<file path="src/rtl/fifo_cdc_pkg.sv">
// Shared types and Gray-code helpers for the FIFO clock-domain-crossing blocks.
package fifo_cdc_pkg;

  typedef enum logic [1:0] {
    ST_INIT  = 2'd0,
    ST_RUN   = 2'd1,
    ST_FLUSH = 2'd2
  } wr_state_e;

  function automatic logic [31:0] bin2gray(input logic [31:0] bin);
    return bin ^ (bin >> 1);
  endfunction

  // Each binary bit is the XOR of all Gray bits at or above it.
  function automatic logic [31:0] gray2bin(input logic [31:0] gray);
    logic [31:0] bin;
    bin[31] = gray[31];
    for (int i = 30; i >= 0; i--) begin
      bin[i] = bin[i+1] ^ gray[i];
    end
    return bin;
  endfunction

  function automatic bit soft_reset_enabled(input int mode);
    return (mode == 2) || (mode == 3);
  endfunction

endpackage

</file>
<file path="src/rtl/fifo_wr_ptr_gen.sv">
// Write-side binary/Gray pointer registers and registered full detection.
module fifo_wr_ptr_gen
  import fifo_cdc_pkg::*;
#(
  parameter int ADDRESS_WIDTH = 4
) (
  input  logic                     clk,
  input  logic                     h_rst,
  input  logic                     clear,
  input  logic                     inc,
  input  logic [ADDRESS_WIDTH:0]   rd_ptr_sync,
  output logic [ADDRESS_WIDTH-1:0] waddr,
  output logic [ADDRESS_WIDTH:0]   bin_next,
  output logic [ADDRESS_WIDTH:0]   wr_ptr_gray,
  output logic                     wr_full
);

  localparam int PW = ADDRESS_WIDTH + 1;

  logic [PW-1:0] bin_q, bin_d;
  logic [PW-1:0] gray_q, gray_d;
  logic [PW-1:0] full_gray;
  logic          full_q, full_d;

  // Full when the write pointer is exactly one lap ahead of the read pointer.
  always_comb begin
    bin_d     = clear ? '0 : bin_q + {{ADDRESS_WIDTH{1'b0}}, inc};
    gray_d    = PW'(bin2gray(32'(bin_d)));
    full_gray = {~rd_ptr_sync[PW-1:PW-2], rd_ptr_sync[PW-3:0]};
    full_d    = !clear && (gray_d == full_gray);
  end

  always_ff @(posedge clk or posedge h_rst) begin
    if (h_rst) begin
      bin_q  <= '0;
      gray_q <= '0;
      full_q <= 1'b0;
    end else begin
      bin_q  <= bin_d;
      gray_q <= gray_d;
      full_q <= full_d;
    end
  end

  assign waddr       = bin_q[ADDRESS_WIDTH-1:0];
  assign bin_next    = bin_d;
  assign wr_ptr_gray = gray_q;
  assign wr_full     = full_q;

endmodule

</file>
<file path="src/rtl/fifo_wr_ctrl.sv">
// FIFO write-side controller: INIT/RUN/FLUSH sequencing, fill level and almost-full.
// Optional overflow status outputs are enabled with `define FIFO_WR_OVF_STATUS_EN.
module fifo_wr_ctrl
  import fifo_cdc_pkg::*;
#(
  parameter int ADDRESS_WIDTH = 4,
  parameter int SYNC_STAGE    = 2,
  parameter int SOFT_RESET    = 0,
  parameter int AF_THRESH     = 2**ADDRESS_WIDTH - 2
) (
  input  logic                     clk,
  input  logic                     h_rst,
  input  logic                     s_rst,
  input  logic                     wr_en,
  input  logic [ADDRESS_WIDTH:0]   rd_ptr_sync,
  output logic                     wr_ready,
  output logic                     mem_we,
  output logic [ADDRESS_WIDTH-1:0] mem_waddr,
  output logic [ADDRESS_WIDTH:0]   wr_ptr_gray,
  output logic                     wr_full,
  output logic                     wr_almost_full,
  output logic [ADDRESS_WIDTH:0]   wr_level
`ifdef FIFO_WR_OVF_STATUS_EN
  ,
  output logic                     wr_ovf,
  output logic [7:0]               wr_ovf_cnt
`endif
);

  localparam int         PW        = ADDRESS_WIDTH + 1;
  localparam bit         SR_EN     = soft_reset_enabled(SOFT_RESET);
  localparam logic [1:0] INIT_LAST = 2'(SYNC_STAGE);
  localparam logic [PW-1:0] AF_LVL = PW'(AF_THRESH);

  wr_state_e     state_q, state_d;
  logic [1:0]    init_cnt_q, init_cnt_d;
  logic [PW-1:0] level_q, level_d;
  logic          af_q, af_d;
  logic          flush;
  logic          accept;
  logic [PW-1:0] bin_next;
  logic [PW-1:0] rd_bin;

  assign flush  = (state_q == ST_FLUSH);
  assign accept = wr_en && (state_q == ST_RUN) && !wr_full;

  // INIT holds off the producer long enough for the read pointer synchronizer to settle.
  always_comb begin
    state_d    = state_q;
    init_cnt_d = init_cnt_q;
    case (state_q)
      ST_INIT: begin
        if (init_cnt_q == INIT_LAST) begin
          state_d    = ST_RUN;
          init_cnt_d = '0;
        end else begin
          init_cnt_d = init_cnt_q + 2'd1;
        end
      end
      ST_RUN: begin
        if (SR_EN && s_rst) state_d = ST_FLUSH;
      end
      ST_FLUSH: begin
        state_d    = ST_INIT;
        init_cnt_d = '0;
      end
      default: begin
        state_d    = ST_INIT;
        init_cnt_d = '0;
      end
    endcase
  end

  always_ff @(posedge clk or posedge h_rst) begin
    if (h_rst) begin
      state_q    <= ST_INIT;
      init_cnt_q <= '0;
    end else begin
      state_q    <= state_d;
      init_cnt_q <= init_cnt_d;
    end
  end

  fifo_wr_ptr_gen #(
    .ADDRESS_WIDTH (ADDRESS_WIDTH)
  ) u_ptr_gen (
    .clk         (clk),
    .h_rst       (h_rst),
    .clear       (flush),
    .inc         (accept),
    .rd_ptr_sync (rd_ptr_sync),
    .waddr       (mem_waddr),
    .bin_next    (bin_next),
    .wr_ptr_gray (wr_ptr_gray),
    .wr_full     (wr_full)
  );

  // Level uses the post-write pointer so a write and a read on one edge both land.
  always_comb begin
    rd_bin  = PW'(gray2bin(32'(rd_ptr_sync)));
    level_d = flush ? '0 : (bin_next - rd_bin);
    af_d    = !flush && (level_d >= AF_LVL);
  end

  always_ff @(posedge clk or posedge h_rst) begin
    if (h_rst) begin
      level_q <= '0;
      af_q    <= 1'b0;
    end else begin
      level_q <= level_d;
      af_q    <= af_d;
    end
  end

  assign mem_we         = accept;
  assign wr_ready       = (state_q == ST_RUN) && !wr_full;
  assign wr_level       = level_q;
  assign wr_almost_full = af_q;

`ifdef FIFO_WR_OVF_STATUS_EN
  logic       ovf_q, ovf_d;
  logic [7:0] ovf_cnt_q, ovf_cnt_d;
  logic       ovf_hit;

  // Every refused write in RUN counts; the counter saturates rather than wrapping.
  always_comb begin
    ovf_hit   = wr_en && wr_full && (state_q == ST_RUN);
    ovf_d     = ovf_q | ovf_hit;
    ovf_cnt_d = ovf_cnt_q;
    if (ovf_hit && (ovf_cnt_q != 8'hFF)) ovf_cnt_d = ovf_cnt_q + 8'd1;
    if (flush) begin
      ovf_d     = 1'b0;
      ovf_cnt_d = '0;
    end
  end

  always_ff @(posedge clk or posedge h_rst) begin
    if (h_rst) begin
      ovf_q     <= 1'b0;
      ovf_cnt_q <= '0;
    end else begin
      ovf_q     <= ovf_d;
      ovf_cnt_q <= ovf_cnt_d;
    end
  end

  assign wr_ovf     = ovf_q;
  assign wr_ovf_cnt = ovf_cnt_q;
`endif

endmodule
</file>
<file path="config.mk">
export PLATFORM = sky130hd
export DESIGN_NAME = fifo_wr_ctrl
export DESIGN_NICKNAME = d
export VERILOG_FILES = /design/src/rtl/fifo_cdc_pkg.sv /design/src/rtl/fifo_wr_ptr_gen.sv /design/src/rtl/fifo_wr_ctrl.sv
export SDC_FILE = /design/constraint.sdc
export NUM_CORES = 1
export LEC_CHECK = 0
export BUFFER_PORTS_ARGS = -buffer_cell sky130_fd_sc_hd__buf_2
export CAP_MARGIN = 0
export CORE_MARGIN = 4
export CORE_UTILIZATION = 51
export DETAILED_ROUTE_END_ITERATION = 16
export PLACE_DENSITY = 0.77
export SLEW_MARGIN = 20
export SYNTH_ARGS = -nofsm -noshare
export SYNTH_HDL_FRONTEND = slang
export SYNTH_SLANG_ARGS = --single-unit
</file>
<file path="constraint.sdc">
create_clock -name clk -period 3.1 [get_ports clk]
set_clock_uncertainty 0.1 [all_clocks]
set_input_delay 0.465 -clock clk [delete_from_list [all_inputs] [get_ports clk]]
set_output_delay 0.465 -clock clk [all_outputs]
set_load 0.02 [all_outputs]
</file>
==> results of run 1 <==
## logic make-up (layout without fill, tap and decap cells)
family                   after synthesis  in the layout  synth area share
XOR/XNOR                              21             21             0.227
flip-flops                            19             19             0.459
AND/OR/NAND/NOR                       19             19            0.0955
buffers and inverters                 14             44            0.0508
AO/OA/AOI/OAI                         10             10            0.0774
adder cells (fa/ha/maj)                6              6            0.0798
multiplexers                           1              1           0.00967
## worst max-delay path by stage
stage                                 start              to  slack (ps)  cells past startpoint
after global placement       rd_ptr_sync[4]  wr_almost_full         250                     10
after floorplan           u_ptr_gen.wr_full  wr_almost_full         110                     10
after detailed placement     rd_ptr_sync[4]  wr_almost_full         180                     10
after global routing             state_q[0]  wr_almost_full         160                      8
final                            state_q[0]  wr_almost_full         410                      8
after CTS                        state_q[0]  wr_almost_full         410                      8
## Yosys cell counts, drive strengths merged (2+ instances only)
| library cell | n |
|---|---|
| a211oi | 4 |
| nor2b | 2 |
| o211ai | 2 |
| xor2 | 9 |
| ha | 5 |
| xnor2 | 9 |
| or3 | 2 |
| dfrtp | 19 |
| nor3 | 2 |
| xor3 | 3 |
| a21o | 2 |
| nand2 | 5 |
| and2 | 3 |
| inv | 13 |
| nand3 | 2 |
## sequential cells by signal (all words and copies together) (netlist names)
signal,flops
init_cnt_q,2
state_q,1
u_ptr_gen.bin_q,5
u_ptr_gen.wr_full,1
u_ptr_gen.wr_ptr_gray,4
wr_almost_full,1
wr_level,5
## routing by layer
metal  global-route usage  vias to the layer above  share of wire
met5                    0                        -              0
met2                0.264                       18           0.53
met1                0.166                      330           0.40
met4               0.0723                        0          0.021
li1                     -                      352              -
met3               0.0282                        5          0.046
## stage by stage
stage	util	std cells
after CTS	0.639	147
after global placement	0.624	143
after detailed placement	0.624	143
final	0.639	147
after global routing	0.639	147
after floorplan	-	90
## cell type report
type                            instances  area, um2  share of cell area
Clock buffer                            3       22.5              0.0182
Multi-Input combinational cell         57        514               0.415
Inverter                               13       48.8              0.0394
Clock inverter                          1       5.00             0.00404
Timing Repair Buffer                   27        140               0.113
Sequential cell                        19        475               0.383
Tap cell                               27       33.8              0.0272
## power groups by stage
stage	sequential, mW	combinational (mW)	clock [mW]
2_1_floorplan	0.561	0.598	0
3_3_place_gp	0.422	0.977	0
3_5_place_dp	0.426	0.998	0
4_1_cts	0.420	1.00	0.125
5_1_grt	0.432	1.09	0.136
6_report	0.420	0.987	0.122
## critical path: cells and delay by family, from the launching register on
family                     cells  cell delay, ps
DFF                            1             440
AOI/OAI and AO/OA              3             720
adders and majority gates      1             240
and+or+nand+nor                3             440
xor gates and xnor gates       1             620
==> run_results.csv, run 1 <==
group,metric,value,unit
status,status,"complete, no violations",
synth,mappedNetlistNets,105,
synth,synth_top_area_frac,0.459,
sta,worst_pin_slew,759,ps
setup_path,required,3160,ps
grt,grt_usage,0.148,
setup_path,r2r_cells,8,
sta,hold_violations,0,
pwr,peakVddDrop,0.000559,V
route,finalWirelength,1.79,mm
grt,antenna_found_initial,0,
clock_network,cts_resized,0,
sta,timing.fmax,0.371,GHz
route,drc,0,
final_layout,final_nets,136,
clock_network,insertion_delay,290,ps
synth,yosysSeqAreaShare,0.459,
sta,fin_ws,406,ps
placed_design,place_ws,180,ps
clock_network,numCtsBuffers,3,
grt,grt_pass1_wl,3.00,mm
pwr,swShare,0.454,
synth,post-synth-top-area-cell,"dfrtp_1",
route,vias,705,
sta,setup_tns,0,ps
pwr,switching_power,0.694,mW
sta,rsz0062_at_grt,"false",
sta,hold_ws,148,ps
floorplanning,io_pins,27,
final_layout,layout_commonest_cell,"buf_2",
final_layout,design_area,1240,um2
floorplanning,die_w,53.0,um
synth,synthFlopType,"dfrtp_1",
clock_network,cts_root_buffer,"clkbuf_4",
clock_network,clock-sinks,19,
grt,grt_overflow,0,
clock_network,clk_pin_slew_worst_paths,100,ps
placed_design,dpl_cell_area,1210,um2
pwr,p_leak,0.639,nW
final_layout,area_delta_synth_final,19.8,%
setup_path,crit_chain,"nor2b_1 -> and2_1 -> ha_1 -> nand3_1 -> xor2_1 -> a211oi_1 -> a211oi_1 -> o211ai_1",
clock_network,postCtsSetupRepairBufs,0,
final_layout,drive_above_1_share,0.308,
synth,syn_area,1030,um2
setup_path,path_common_cell,"a211oi_1",
synth,synth_area_leaders,"dfrtp_1, xnor2_1, xor2_1",
final_layout,layout_common_cells,"buf_2, dfrtp_1, inv_1",
flow_run,maxCapViolCount,0,
placed_design,io_buffers,25,
synth,ys_async_sr_fraction,1.00,
setup_path,r2r_end,"wr_almost_full",
sta,relSlewSlack,0.492,
pwr,fin_total_pwr,1.53,mW
setup_path,crit_type,"reg2reg",
synth,yosysUniqueCellTypes,24,
grt,grt_max_degree,20,
pwr,pwr-share-seq,0.275,
setup_path,arrival,2760,ps
min_path,min_path_type,"in2async",
clock_network,cts_max_path_buffers,2,
pwr,powerDensity,1230,nW/um2
floorplanning,rows,16,
setup_path,crit_fanout,11,
route,via_per_inst,4.80,
setup_path,max_stage_delay,620,ps
clock_network,cts-htree-levels,1,
floorplanning,die_h,53.0,um
route,drt_pass1_iterations,4,
sta,post-route-period-util,0.869,
synth,avgSynthCellArea,11.5,um2
pwr,clockPowerShare,0.080,
synth,synth_enable_flop_cells,0,
synth,synthCells,90,
floorplanning,die-area,2810,um2
final_layout,antenna_cells,0,
route,drtIter0Drc,6,
setup_path,worst_setup_path_end_kind,"flop",
floorplanning,coreArea,1940,um2
clock_network,cts_tree,"built",
sta,setup_viol,0,
pwr,share_comb_of_total_power,0.646,
final_layout,num-fill-cells,167,
setup_path,r2r-start,"state_q[0]",
grt,grt_pass1_vias,695,
setup_path,critPathLaunchType,"flop",
setup_path,cp_slowest_cell,"xor2_1",
route,ant_nets,0,
synth,yosysWarnings,0,
placed_design,dp_hpwl,1.49,mm
sta,post-route-min-period,2690,ps
route,wire_per_inst,12.1,um
placed_design,place.gp.congestion,0.802,
sta,drv_slew,0,
clock_network,ctsHoldBuffers,0,
floorplanning,initial_core_util,0.533,
setup_path,rrSetupSlack,410,ps
pwr,p_int,0.835,mW
synth,ys_seq_elements,19,
Note: power is estimated with default switching activity, not from simulation.
==> inputs of run 2 (changes only) <==
--- a/config.mk
+++ b/config.mk
@@ -7,10 +7,10 @@
 export LEC_CHECK = 0
 export BUFFER_PORTS_ARGS = -buffer_cell sky130_fd_sc_hd__buf_2
 export CAP_MARGIN = 0
+export CORE_ASPECT_RATIO = 0.75
 export CORE_MARGIN = 4
-export CORE_UTILIZATION = 51
+export CORE_UTILIZATION = 35
 export DETAILED_ROUTE_END_ITERATION = 16
-export PLACE_DENSITY = 0.77
 export SLEW_MARGIN = 20
 export SYNTH_ARGS = -nofsm -noshare
 export SYNTH_HDL_FRONTEND = slang
==> constraint.sdc (replaced) <==
create_clock -name clk -period 2.45 [get_ports clk]
set_clock_uncertainty 0.1 [all_clocks]
set_input_delay 0.3675 -clock clk [delete_from_list [all_inputs] [get_ports clk]]
set_output_delay 0.3675 -clock clk [all_outputs]
set_load 0.02 [all_outputs]
==> run_results.csv, run 2 (same netlist as run 1, synthesis figures left out) <==
group,metric,value,unit
sta,setup_viol,0,
sta,post-route-period-util,0.945,
sta,worst_pin_slew,709,ps
sta,setup_tns,0,ps
route,wire_per_inst,11.7,um
floorplanning,die_w,70.8,um
route,ant_nets,0,
clock_network,cts_root_buffer,"clkbuf_8",
route,drt_pass1_iterations,2,
placed_design,io_buffers,25,
sta,hold_violations,0,
placed_design,place.gp.congestion,0.873,
setup_path,required,2470,ps
setup_path,arrival,2330,ps
route,via_per_inst,4.45,
final_layout,layout_commonest_cell,"buf_2",
clock_network,cts-htree-levels,1,
route,drtIter0Drc,23,
floorplanning,rows,16,
final_layout,fin_cells,170,
setup_path,critPathLaunchType,"flop",
route,finalWirelength,1.99,mm
sta,drv_slew,0,
grt,grt_overflow,0,
setup_path,cp_slowest_cell,"dfrtp_1",
floorplanning,coreArea,2720,um2
route,wl_met3,137,um
route,drc,0,
min_path,min_path_type,"in2async",
final_layout,num-fill-cells,262,
clock_network,cts_max_path_buffers,2,
floorplanning,die_h,55.1,um
route,vias,757,
pwr,fin_total_pwr,2.34,mW
pwr,powerDensity,1580,nW/um2
placed_design,dp_hpwl,1.57,mm
floorplanning,initial_core_util,0.380,
pwr,peakVddDrop,0.000809,V
final_layout,layout_common_cells,"buf_2, dfrtp_1, buf_4",
setup_path,worst_setup_path_end_kind,"flop",
sta,relSlewSlack,0.527,
final_layout,design_area,1490,um2
grt,grt_pass1_wl,3.19,mm
setup_path,max_stage_delay,380,ps
grt,grt_pass1_vias,673,
status,status,"complete, no violations",
route,wl_met1,882,um
setup_path,crit_type,"reg2reg",
final_layout,drive_above_1_share,0.507,
placed_design,dpl_cell_area,1370,um2
floorplanning,die-area,3900,um2
setup_path,critical_path_buf_inv_count,1,
final_layout,area_delta_synth_final,43.5,%
flow_run,maxCapViolCount,0,
clock_network,clk_pin_slew_worst_paths,70,ps
final_layout,final_nets,150,
sta,timing.fmax,0.432,GHz
route,topRoutingLayerUsed,"met4",
final_layout,multi_input_area,623,um2
floorplanning,io_pins,27,
grt,grt_usage,0.109,
clock_network,clock-sinks,19,
setup_path,crit_fanout,3,
route,wl_met2,952,um
clock_network,insertion_delay,250,ps
final_layout,regArea,477,um2
sta,post-route-min-period,2320,ps
setup_path,crit_chain,"nor2b_4 -> and2_4 -> ha_4 -> xnor2_4 -> inv_2 -> ha_1 -> nor2b_1 -> a221oi_2 -> xor2_1 -> o211ai_1",
setup_path,path_delay_family,"adder cells",
grt,grt_max_degree,20,
grt,antenna_found_initial,0,
clock_network,numCtsBuffers,3,
clock_network,cts_tree,"built",
final_layout,antenna_cells,0,
placed_design,dp.cells,161,
pwr,p_leak,0.741,nW
[run 2: cell count changes in the layout (fill, tap and decap cells not counted), moves of 4 or more]
cell   previous run  this run
inv_2             0         4
inv_1            13         9
buf_4             2        16
ha_1              5         1
[run 2: cell type report]
type	count	share of cell area
clock inverter	1	0.00337
inverter	13	0.0329
multi-input combinational	57	0.420
clock buffer	3	0.0278
sequential	19	0.321
timing repair buffer	41	0.165
tap	36	0.0303
[run 2: per-stage QoR]
stage                      util  worst slack [ps]  hold WS (ps)
final                     0.545               134           120
after global routing      0.545             -14.8           187
after CTS                 0.519              75.0           156
after detailed placement  0.502              -141           397
after global placement    0.502              -141           388
after floorplan               -              4.29           219
[run 2: final timing paths]
kind	startpoint	slack, ps	endpoint	cells after the start
max	state_q[0]	130	wr_almost_full	10
min	h_rst	120	init_cnt_q[1]	2
max reg2reg	state_q[0]	130	wr_almost_full	10
min reg2reg	init_cnt_q[0]	410	init_cnt_q[0]	1
max in group asynchronous	h_rst	1640	u_ptr_gen.wr_full	2
min in group clk	rd_ptr_sync[2]	390	u_ptr_gen.wr_full	4
[run 2: per-layer routing]
metal | vias up | track usage
li1 | 380 | -
met1 | 358 | 0.140
met2 | 17 | 0.172
met3 | 2 | 0.0451
met4 | 0 | 0.0281
met5 | - | 0
[run 2: power breakdown]
part	internal (mW)	leakage, nW	total, mW	switching, mW
clock network	0.113	0.0255	0.213	0.101
registers	0.465	0.225	0.569	0.104
logic	0.777	0.491	1.56	0.785
[run 2: what timing repair did]
action | 4_1_cts | 5_1_grt
gates resized for setup | 0 | 8
hold buffers | 0 | 0
setup endpoints to repair | 0 | 2
buffers inserted | 0 | 5
